==> config.mk <==
export PLATFORM = sky130hd
export DESIGN_NAME = eth_tx_sched_flat
export DESIGN_NICKNAME = d
export VERILOG_FILES = /design/src/rtl/eth_tx_sched_if.sv /design/src/rtl/eth_tx_sched.sv /design/src/flat_wrapper.sv
export SDC_FILE = /design/constraint.sdc
export NUM_CORES = 1
export LEC_CHECK = 0
export CORE_UTILIZATION = 25
export CTS_BUF_LIST = sky130_fd_sc_hd__clkbuf_2 sky130_fd_sc_hd__clkbuf_4 sky130_fd_sc_hd__clkbuf_8
export DETAILED_ROUTE_END_ITERATION = 12
export GPL_TIMING_DRIVEN = 0
export PLACE_DENSITY = 0.54
export RECOVER_POWER = 100
export SLEW_MARGIN = 20
export SYNTH_ARGS = -nofsm -noshare
export SYNTH_HDL_FRONTEND = slang
export SYNTH_SLANG_ARGS = --single-unit
==> constraint.sdc <==
create_clock -name clk -period 2.3 [get_ports clk]
set_input_delay 0.23 -clock clk [delete_from_list [all_inputs] [get_ports clk]]
set_output_delay 0.23 -clock clk [all_outputs]
set_load 0.005 [all_outputs]
==> src/rtl/eth_tx_sched_if.sv <==
// eth_tx_sched_if
//   Bundles the scheduler's buffer/serializer-facing signals.
//   master : scheduler side (drives tx_start, nlp_pulse, tx_sel, frame_cnt, tx_err)
//   slave  : environment side (drives enable, buf_level, tx_busy)
//   Ports carried:
//     enable     allow new frames (does not gate link pulses)
//     buf_level  sample buffer fill level in bytes, LEVEL_W bits
//     tx_busy    eth_tx frame in progress
//     tx_start   frame start strobe, one bit-tick wide
//     nlp_pulse  normal link pulse to the line driver mux
//     tx_sel     1 = frame path owns the line, 0 = NLP/idle path
//     frame_cnt  frames started, 16-bit wrapping
//     tx_err     sticky SEND watchdog error
interface eth_tx_sched_if #(
  parameter int LEVEL_W = 12
);
  logic               enable;
  logic [LEVEL_W-1:0] buf_level;
  logic               tx_busy;
  logic               tx_start;
  logic               nlp_pulse;
  logic               tx_sel;
  logic [15:0]        frame_cnt;
  logic               tx_err;

  modport master (
    input  enable, buf_level, tx_busy,
    output tx_start, nlp_pulse, tx_sel, frame_cnt, tx_err
  );

  modport slave (
    output enable, buf_level, tx_busy,
    input  tx_start, nlp_pulse, tx_sel, frame_cnt, tx_err
  );
endinterface

==> src/rtl/eth_tx_sched.sv <==
// eth_tx_sched
//   Transmit scheduler between the PDM sample buffer and the 10BASE-T eth_tx
//   serializer. Starts a frame once the buffer holds a full payload, enforces
//   the inter-frame gap and emits Normal Link Pulses while the line is idle.
//   Link pulses take priority over frames. Every state/counter/output update
//   is qualified by the bit-tick enable eth_clk_en.
//   Ports:
//     clk        system clock
//     rst_n      asynchronous reset, active low
//     eth_clk_en bit-tick enable, one clk cycle wide
//     bus        eth_tx_sched_if.master (enable, buf_level, tx_busy in;
//                tx_start, nlp_pulse, tx_sel, frame_cnt, tx_err out)
//   Build option:
//     SCHED_TIMEOUT_EN  adds a SEND watchdog that sets sticky tx_err after
//                       TX_TIMEOUT ticks without a busy high->low sequence.
//                       Undefined: SEND waits indefinitely, tx_err tied low.
module eth_tx_sched #(
  parameter int LEVEL_W     = 12,
  parameter int FILL_THRESH = 1024,
  parameter int IFG_TICKS   = 96,
  parameter int NLP_PERIOD  = 160000,
  parameter int NLP_LEN     = 1,
  parameter int TX_TIMEOUT  = 16384
) (
  input  logic              clk,
  input  logic              rst_n,
  input  logic              eth_clk_en,
  eth_tx_sched_if.master    bus
);

  localparam int NLP_TMR_W = (NLP_PERIOD > 1) ? $clog2(NLP_PERIOD) : 1;
  localparam int NLP_CNT_W = (NLP_LEN    > 1) ? $clog2(NLP_LEN)    : 1;
  localparam int IFG_CNT_W = (IFG_TICKS  > 1) ? $clog2(IFG_TICKS)  : 1;

  localparam logic [LEVEL_W-1:0]   FILL_L    = LEVEL_W'(FILL_THRESH);
  localparam logic [NLP_TMR_W-1:0] NLP_RELOAD = NLP_TMR_W'(NLP_PERIOD - 1);
  localparam logic [NLP_CNT_W-1:0] NLP_LEN_M1 = NLP_CNT_W'(NLP_LEN - 1);
  localparam logic [IFG_CNT_W-1:0] IFG_M1     = IFG_CNT_W'(IFG_TICKS - 1);

  typedef enum logic [2:0] {
    S_IDLE,
    S_START,
    S_SEND,
    S_IFG,
    S_NLP
  } state_t;

  state_t               state_q,     state_d;
  logic [NLP_TMR_W-1:0] nlp_tmr_q,   nlp_tmr_d;
  logic [NLP_CNT_W-1:0] nlp_cnt_q,   nlp_cnt_d;
  logic [IFG_CNT_W-1:0] ifg_cnt_q,   ifg_cnt_d;
  logic                 busy_seen_q, busy_seen_d;
  logic                 tx_start_q,  tx_start_d;
  logic                 nlp_pulse_q, nlp_pulse_d;
  logic                 tx_sel_q,    tx_sel_d;
  logic [15:0]          frame_cnt_q, frame_cnt_d;

`ifdef SCHED_TIMEOUT_EN
  localparam int WD_W = (TX_TIMEOUT > 1) ? $clog2(TX_TIMEOUT) : 1;
  localparam logic [WD_W-1:0] WD_LAST = WD_W'(TX_TIMEOUT - 1);

  logic [WD_W-1:0] wd_cnt_q, wd_cnt_d;
  logic            tx_err_q, tx_err_d;
`endif

  always_comb begin
    state_d     = state_q;
    nlp_tmr_d   = nlp_tmr_q;
    nlp_cnt_d   = nlp_cnt_q;
    ifg_cnt_d   = ifg_cnt_q;
    busy_seen_d = busy_seen_q;
    tx_start_d  = tx_start_q;
    nlp_pulse_d = nlp_pulse_q;
    tx_sel_d    = tx_sel_q;
    frame_cnt_d = frame_cnt_q;
`ifdef SCHED_TIMEOUT_EN
    wd_cnt_d    = wd_cnt_q;
    tx_err_d    = tx_err_q;
`endif

    if (eth_clk_en) begin
      unique case (state_q)
        S_IDLE: begin
          // Link pulse is checked first so it wins over a frame start on the same tick.
          if (nlp_tmr_q == '0) begin
            state_d     = S_NLP;
            nlp_pulse_d = 1'b1;
            nlp_cnt_d   = NLP_LEN_M1;
          end else begin
            nlp_tmr_d = nlp_tmr_q - 1'b1;
            if (bus.enable && (bus.buf_level >= FILL_L)) begin
              state_d     = S_START;
              tx_start_d  = 1'b1;
              tx_sel_d    = 1'b1;
              frame_cnt_d = frame_cnt_q + 16'd1;
            end
          end
        end

        S_START: begin
          state_d     = S_SEND;
          tx_start_d  = 1'b0;
          busy_seen_d = 1'b0;
`ifdef SCHED_TIMEOUT_EN
          wd_cnt_d    = '0;
`endif
        end

        S_SEND: begin
          if (bus.tx_busy) begin
            busy_seen_d = 1'b1;
          end
          // Completion needs busy to have been seen high on an earlier tick,
          // so a late-rising tx_busy is not mistaken for an already-finished frame.
          if (!bus.tx_busy && busy_seen_q) begin
            state_d   = S_IFG;
            tx_sel_d  = 1'b0;
            ifg_cnt_d = IFG_M1;
          end
`ifdef SCHED_TIMEOUT_EN
          else if (wd_cnt_q == WD_LAST) begin
            state_d   = S_IFG;
            tx_sel_d  = 1'b0;
            ifg_cnt_d = IFG_M1;
            tx_err_d  = 1'b1;
          end else begin
            wd_cnt_d = wd_cnt_q + 1'b1;
          end
`endif
        end

        S_IFG: begin
          if (ifg_cnt_q == '0) begin
            state_d   = S_IDLE;
            nlp_tmr_d = NLP_RELOAD;
          end else begin
            ifg_cnt_d = ifg_cnt_q - 1'b1;
          end
        end

        S_NLP: begin
          if (nlp_cnt_q == '0) begin
            state_d     = S_IDLE;
            nlp_pulse_d = 1'b0;
            nlp_tmr_d   = NLP_RELOAD;
          end else begin
            nlp_cnt_d = nlp_cnt_q - 1'b1;
          end
        end

        default: begin
          state_d = S_IDLE;
        end
      endcase
    end
  end

  always_ff @(posedge clk or negedge rst_n) begin
    if (!rst_n) begin
      state_q     <= S_IDLE;
      nlp_tmr_q   <= NLP_RELOAD;
      nlp_cnt_q   <= '0;
      ifg_cnt_q   <= '0;
      busy_seen_q <= 1'b0;
      tx_start_q  <= 1'b0;
      nlp_pulse_q <= 1'b0;
      tx_sel_q    <= 1'b0;
      frame_cnt_q <= '0;
    end else begin
      state_q     <= state_d;
      nlp_tmr_q   <= nlp_tmr_d;
      nlp_cnt_q   <= nlp_cnt_d;
      ifg_cnt_q   <= ifg_cnt_d;
      busy_seen_q <= busy_seen_d;
      tx_start_q  <= tx_start_d;
      nlp_pulse_q <= nlp_pulse_d;
      tx_sel_q    <= tx_sel_d;
      frame_cnt_q <= frame_cnt_d;
    end
  end

`ifdef SCHED_TIMEOUT_EN
  always_ff @(posedge clk or negedge rst_n) begin
    if (!rst_n) begin
      wd_cnt_q <= '0;
      tx_err_q <= 1'b0;
    end else begin
      wd_cnt_q <= wd_cnt_d;
      tx_err_q <= tx_err_d;
    end
  end

  assign bus.tx_err = tx_err_q;
`else
  assign bus.tx_err = 1'b0;
`endif

  assign bus.tx_start  = tx_start_q;
  assign bus.nlp_pulse = nlp_pulse_q;
  assign bus.tx_sel    = tx_sel_q;
  assign bus.frame_cnt = frame_cnt_q;

endmodule

==> src/flat_wrapper.sv <==
// flat-port wrapper written by rule: the top's interface ports become plain ports
module eth_tx_sched_flat 
#(
  parameter int LEVEL_W     = 12,
  parameter int FILL_THRESH = 1024,
  parameter int IFG_TICKS   = 96,
  parameter int NLP_PERIOD  = 160000,
  parameter int NLP_LEN     = 1,
  parameter int TX_TIMEOUT  = 16384
)
  (clk, rst_n, eth_clk_en, bus_enable, bus_buf_level, bus_tx_busy, bus_tx_start, bus_nlp_pulse, bus_tx_sel, bus_frame_cnt, bus_tx_err);
  eth_tx_sched_if #(.LEVEL_W(LEVEL_W)) bus_i ();
  input  logic clk;
  input  logic rst_n;
  input  logic eth_clk_en;
  input wire logic [$bits(bus_i.enable)-1:0] bus_enable;
  input wire logic [$bits(bus_i.buf_level)-1:0] bus_buf_level;
  input wire logic [$bits(bus_i.tx_busy)-1:0] bus_tx_busy;
  output wire logic [$bits(bus_i.tx_start)-1:0] bus_tx_start;
  output wire logic [$bits(bus_i.nlp_pulse)-1:0] bus_nlp_pulse;
  output wire logic [$bits(bus_i.tx_sel)-1:0] bus_tx_sel;
  output wire logic [$bits(bus_i.frame_cnt)-1:0] bus_frame_cnt;
  output wire logic [$bits(bus_i.tx_err)-1:0] bus_tx_err;
  assign bus_i.enable = bus_enable;
  assign bus_i.buf_level = bus_buf_level;
  assign bus_i.tx_busy = bus_tx_busy;
  assign bus_tx_start = bus_i.tx_start;
  assign bus_nlp_pulse = bus_i.nlp_pulse;
  assign bus_tx_sel = bus_i.tx_sel;
  assign bus_frame_cnt = bus_i.frame_cnt;
  assign bus_tx_err = bus_i.tx_err;
  eth_tx_sched #(.LEVEL_W(LEVEL_W), .FILL_THRESH(FILL_THRESH), .IFG_TICKS(IFG_TICKS), .NLP_PERIOD(NLP_PERIOD), .NLP_LEN(NLP_LEN), .TX_TIMEOUT(TX_TIMEOUT)) u_core (.clk(clk), .rst_n(rst_n), .eth_clk_en(eth_clk_en), .bus(bus_i));
endmodule
==> out/metrics.cfg, run 1 <==
[pwr]
p_total_mw=2.89
leakagePower_nw=1.41
pwr_density_cell_mw_per_mm2=826
ir_worst_vdd_v=0.000339

[synthesis]
avgSynthCellArea_um2=10.3
synth_enable_flop_cells=0
ys_ff_latch=48
syn_nets=307
postSynthCellCount=285
yosysUniqueCellTypes=71
ys.warnings.count=0
syn-cell-area_mm2=0.00295
seq_area_frac_synth=0.413
synthFlopType=dfrtp_1
async_flop_share=1.00

[grt]
track_usage=0.124
grt_pass1_wl_mm=12.5
grt-ovfl-total=0
grt_max_degree=49
antenna_found_initial=0
grt_pass1_vias=2458

[setup_path]
endpoint_kind=flop
required_ns=2.54
reg2reg_depth=7
critPathLaunchType=flop
cp.arrival_ns=2.38
cpPeakStageDelay_ns=0.57
path_cells=inv_1 > ha_1 > nor2b_1 > and2_1 > clkbuf_2 > a2111oi_2 > xor2_1
cp_slowest_cell=dfstp_2
crit_type=flop to flop
cp_max_fo=10

[route]
wl_per_cell_um=15.1
drc=0
num_vias=2402
routed_wl_mm=7.02
ant_nets=0
dr.pass1.iters=4
drt_iter0_drc=122
via_per_inst=5.18

[clocking]
clock_latency_ns=0.31
path_clk_slew_ns=0.10
cts_buffer_depth=2
clock_tree.root_cell=clkbuf_8
cts_made_buffers=5
cts_max_level=2
tritoncts=yes
cts_num_sinks=48

[die]
start_util=0.257
fp.dieH_um=111
fp.dieW_um=111
io_pins=37
die_area_mm2=0.0122
rows=39
core_area_mm2=0.0115

[hold_path]
hold_path_class=flop to flop
hold_depth=1

[sta]
fmax_ghz=0.469
hold_viol=0
slew_headroom=0.182
min_period_ns=2.13
setup-tns-final_ns=0
worstMarginPinSlew_ns=1.23
finalCritPeriodShare=0.927
fin_worst_skew_ns=0.0129
slew_viol_final=0
setup_violations=0
hold_ws_ns=0.466
rsz0062_at_grt=no

[place]
dpl-instance-area_mm2=0.00337
hpwlAfterDp_mm=5.02
place.gp.congestion=0.792
placedCellCount=453
port_buffers=25

[cells_and_area]
multi_input_area_mm2=0.00158
nFillCells=1173
areaGrowthSynthToFinish_pct=18.9
seq_area_mm2=0.00122
final_common_cell=dfrtp_1
finalNetCount=342
drive_gt1_frac=0.156
layout_common_cells=dfrtp_1, dlygate4sd3_1, nand3_1
stdcell_area_mm2=0.00350
instances_no_fill=464
num_antenna_cells=0

[run]
maxCapViolCount=0

[run_status]
status=finished, final reports clean

[kinds of logic (layout without fill, tap and decap cells)]
| kind of cell | count (synthesis) | in the layout | synth area share |
|---|---|---|---|
| and+or+nand+nor | 98 | 98 | 0.213 |
| AOI/OAI and AO/OA | 86 | 86 | 0.241 |
| DFF | 48 | 48 | 0.413 |
| buffers and inverters | 27 | 63 | 0.0476 |
| xor gates and xnor gates | 15 | 15 | 0.0446 |
| adders and majority gates | 5 | 5 | 0.0212 |
| muxes | 5 | 5 | 0.0183 |
| other | 1 | 1 | 0.00127 |
[what timing repair did]
item,4_1_cts,5_1_grt
endpoints found under the hold margin,36,0
hold buffers,1,0
buffers inserted,0,2
resized for setup,0,0
setup endpoints to repair,0,4
[Yosys cell counts, types with 3 or more instances]
| cell type | instances | area share |
|---|---|---|
| ha_1 | 5 | 0.021 |
| nor4_1 | 5 | 0.011 |
| o2111ai_1 | 6 | 0.018 |
| or4_1 | 5 | 0.013 |
| xnor2_1 | 5 | 0.015 |
| o21ai_0 | 4 | 0.0068 |
| nor2b_1 | 4 | 0.0085 |
| a22o_1 | 6 | 0.018 |
| dfstp_2 | 12 | 0.11 |
| a21oi_1 | 13 | 0.022 |
| or3_1 | 5 | 0.011 |
| xor2_1 | 10 | 0.030 |
| and2_1 | 4 | 0.0085 |
| o31ai_1 | 6 | 0.015 |
| o211ai_1 | 4 | 0.010 |
| and3_1 | 4 | 0.0085 |
| nand2_1 | 13 | 0.017 |
| a31oi_1 | 3 | 0.0064 |
| nor3_1 | 7 | 0.012 |
| dfrtp_1 | 36 | 0.31 |
| buf_6 | 3 | 0.011 |
| clkbuf_1 | 5 | 0.0064 |
| nor2_1 | 9 | 0.011 |
| o211a_1 | 3 | 0.010 |
| inv_1 | 12 | 0.015 |
| mux2_2 | 3 | 0.011 |
| a211oi_1 | 7 | 0.018 |
| buf_2 | 4 | 0.0068 |
| nand4_1 | 10 | 0.021 |
| nand3_1 | 14 | 0.024 |
| buf_4 | 3 | 0.0076 |
| a211o_1 | 5 | 0.015 |
[sequential cells by signal (all words and copies together), names as in the netlist]
| name | flops |
|---|---|
| u_core.nlp_tmr_q | 18 |
| u_core.bus.frame_cnt | 16 |
| u_core.ifg_cnt_q | 7 |
| u_core.state_q | 3 |
| u_core.bus.nlp_pulse | 1 |
| u_core.bus.tx_sel | 1 |
| u_core.bus.tx_start | 1 |
| u_core.busy_seen_q | 1 |
[path summary, 6_finish.rpt]
kind | startpoint | end | slack (ns)
max | u_core.nlp_tmr_q[0] | u_core.bus.frame_cnt[9] | 0.17
min | u_core.bus.frame_cnt[15] | u_core.bus.frame_cnt[15] | 0.47
max reg2reg | u_core.nlp_tmr_q[0] | u_core.bus.frame_cnt[9] | 0.17
min reg2reg | u_core.bus.frame_cnt[15] | u_core.bus.frame_cnt[15] | 0.47
max in group asynchronous | rst_n | u_core.ifg_cnt_q[5] | 0.85
min in group asynchronous | rst_n | u_core.nlp_tmr_q[9] | 0.71
[metrics by stage]
stage	utilization	setup WS, ns
after floorplan	-	0.357
final	0.306	0.168
after global placement	0.294	-0.522
after CTS	0.305	0.103
after detailed placement	0.294	-0.177
after global routing	0.306	0.0472
[power by group]
part	total [mW]	internal, mW	leakage [nW]	switching (mW)
clock	0.642	0.328	0.0548	0.314
sequential	1.37	1.10	0.566	0.266
combinational	0.884	0.417	0.789	0.467
total	2.89	1.85	1.41	1.05
[worst max-delay path, delay by kind of cell (launching register included)]
kind            cells  cell delay [ns]
xor+xnor            1             0.17
compound gates      1             0.44
flops               1             0.57
simple gates        2             0.39
buf+inv             2             0.32
fa+ha+maj           1             0.19
[layout make-up]
type	count	share of cell area
tap	143	0.0511
buffer	15	0.0271
timing repair buffer	28	0.0771
inverter	12	0.0129
clock buffer	5	0.0196
sequential	48	0.347
multi-input combinational	210	0.452
clock inverter	3	0.0132
[layer usage]
| layer | up-vias | track usage | routed length, µm |
|---|---|---|---|
| met5 | - | 0 | 0 |
| met4 | 0 | 0.0320 | 83 |
| met3 | 7 | 0.0209 | 172 |
| met2 | 31 | 0.200 | 3410 |
| met1 | 1180 | 0.171 | 3360 |
| li1 | 1184 | - | - |
No activity file was read; power rests on OpenSTA's default activity.
==> inputs of run 2 (changes only) <==
--- a/config.mk
+++ b/config.mk
@@ -8,7 +8,7 @@
 export CORE_UTILIZATION = 25
 export CTS_BUF_LIST = sky130_fd_sc_hd__clkbuf_2 sky130_fd_sc_hd__clkbuf_4 sky130_fd_sc_hd__clkbuf_8
 export DETAILED_ROUTE_END_ITERATION = 12
-export GPL_TIMING_DRIVEN = 0
+export GPL_TIMING_DRIVEN = 1
 export PLACE_DENSITY = 0.54
 export RECOVER_POWER = 100
 export SLEW_MARGIN = 20
==> out/metrics.cfg, run 2 (synthesis gave the netlist of run 1 again) <==
[route]
wl_per_cell_um=14.8
drt_iter0_drc=110
routed_wl_mm=6.83
dr.pass1.iters=4
drc=0
num_vias=2434
via_per_inst=5.28
ant_nets=0

[die]
core_area_mm2=0.0115
fp.dieH_um=111
io_pins=37
fp.dieW_um=111
start_util=0.257
die_area_mm2=0.0122
rows=39

[cells_and_area]
drive_gt1_frac=0.151
layout_common_cells=dfrtp_1, dlygate4sd3_1, a21oi_1, nand3_1, nand2_1
areaGrowthSynthToFinish_pct=17.6
num_antenna_cells=0
regMostFlops=u_core.nlp_tmr_q
stdcell_area_mm2=0.00346
instances_no_fill=461
final_common_cell=dfrtp_1
finalNetCount=339
largest_register_ffs=18

[sta]
setup-tns-final_ns=0
finalCritPeriodShare=0.907
setup_violations=0
slew_headroom=0.247
hold_viol=0
rsz0062_at_grt=no
fmax_ghz=0.479
fin_worst_skew_ns=0.00694
worstMarginPinSlew_ns=1.13
slew_viol_final=0
min_period_ns=2.09

[grt]
antenna_found_initial=0
grt-ovfl-total=0
top_usage_layer=met2
use_met3=0.0181
track_usage=0.117
grt_use_met1=0.161
grt_max_degree=31
grt_pass1_vias=2427
gr-usage-met2=0.190
grt_pass1_wl_mm=12.0

[pwr]
pwr_density_cell_mw_per_mm2=804
leakagePower_nw=1.39
ir_worst_vdd_v=0.000284

[place]
hpwlAfterDp_mm=5.07
port_buffers=25
placedCellCount=452
place.gp.congestion=0.751
dpl-instance-area_mm2=0.00340

[run_status]
status=finished, final reports clean

[setup_path]
reg2reg_slack_ns=0.21
required_ns=2.53
cp.arrival_ns=2.32
endpoint_kind=flop
critPathLaunchType=flop
crit_type=flop to flop
cp_max_fo=10

[clocking]
tritoncts=yes
cts_max_level=2
path_clk_slew_ns=0.10
clock_tree.root_cell=clkbuf_8
cts_buffer_depth=2
clock_latency_ns=0.30
post_cts_buffers=0
cts_made_buffers=5
cts_num_sinks=48

[run]
maxCapViolCount=0

[hold_path]
hold_path_class=flop to flop

-- run 2: cell types whose count changed in the layout (fill, tap and decap cells not counted), moves of 2 or more --
cell and delta:
a2111oi_2 +3, buf_4 +3, buf_6 -3, clkbuf_2 -3
a2111oi_4 -2, buf_12 +2, buf_2 -2
-- run 2: metal layers --
layer | part of all wire | wire [µm]
met5 | 0 | 0
met4 | 0.0079 | 54
met3 | 0.036 | 249
met2 | 0.48 | 3250
met1 | 0.48 | 3280
-- run 2: path summary, 6_finish.rpt --
kind | from | end | cells after the start
worst max-delay path | u_core.nlp_tmr_q[0] | u_core.nlp_tmr_q[1] | 6
worst min-delay path | u_core.bus.frame_cnt[15] | u_core.bus.frame_cnt[15] | 1
worst max register to register | u_core.nlp_tmr_q[0] | u_core.nlp_tmr_q[1] | 6
worst min register to register | u_core.bus.frame_cnt[15] | u_core.bus.frame_cnt[15] | 1
max in group asynchronous | rst_n | u_core.nlp_tmr_q[13] | 3
min in group asynchronous | rst_n | u_core.nlp_tmr_q[9] | 2
-- run 2: stage by stage --
stage / power (mW) / worst slack [ns] / utilization / hold slack (ns)
after floorplan: 1.98 / 0.357 / - / -0.0656
after global placement: 2.28 / 0.187 / 0.297 / 0.222
after detailed placement: 2.30 / 0.160 / 0.297 / 0.220
after CTS: 2.83 / 0.133 / 0.306 / 0.431
after global routing: 3.00 / 0.0911 / 0.302 / 0.509
final: 2.78 / 0.213 / 0.302 / 0.484
-- run 2: where the power goes --
part	internal, mW	leakage [nW]	switching, mW
registers	1.10	0.565	0.284
logic	0.434	0.783	0.444
clock network	0.216	0.0404	0.308
total	1.75	1.39	1.04
-- run 2: worst max-delay path, cell delays in order, from the launching register on --
cell	delay (ns)
dfstp_1	0.60
inv_1	0.09
ha_1	0.20
nor2b_1	0.17
nand3_2	0.17
o211a_1	0.42
mux2_2	0.38
-- run 2: repair_timing --
| item | 4_1_cts | 5_1_grt |
|---|---|---|
| gates resized for setup | 0 | 1 |
| endpoints found under the setup margin | 0 | 1 |
| hold buffers | 1 | 0 |
| endpoints found under the hold margin | 11 | 0 |
-- run 2: cell type report --
cell class	instances	area, µm²
Clock buffer	5	68.8
Clock inverter	3	23.8
Fill cell	1171	8000
Inverter	12	45.0
Multi-Input combinational cell	210	1560
Sequential cell	48	1220
Tap cell	143	179
Timing Repair Buffer	40	369
==> inputs of run 3 (changes only) <==
--- a/config.mk
+++ b/config.mk
@@ -11,7 +11,6 @@
 export GPL_TIMING_DRIVEN = 1
 export PLACE_DENSITY = 0.54
 export RECOVER_POWER = 100
-export SLEW_MARGIN = 20
 export SYNTH_ARGS = -nofsm -noshare
 export SYNTH_HDL_FRONTEND = slang
 export SYNTH_SLANG_ARGS = --single-unit
==> constraint.sdc (replaced) <==
create_clock -name clk -period 2.3 [get_ports clk]
set_input_delay 0.23 -clock clk [delete_from_list [all_inputs] [get_ports clk]]
set_output_delay 0.23 -clock clk [all_outputs]
set_load 0.05 [all_outputs]
==> results of run 3 <==
The final DEF is identical to that of run 2. Status: finished, final reports clean.
Main changes from that run: total power 2.78 mW -> 2.91 mW; worst IR drop on VDD 0.000284 V -> 0.000388 V
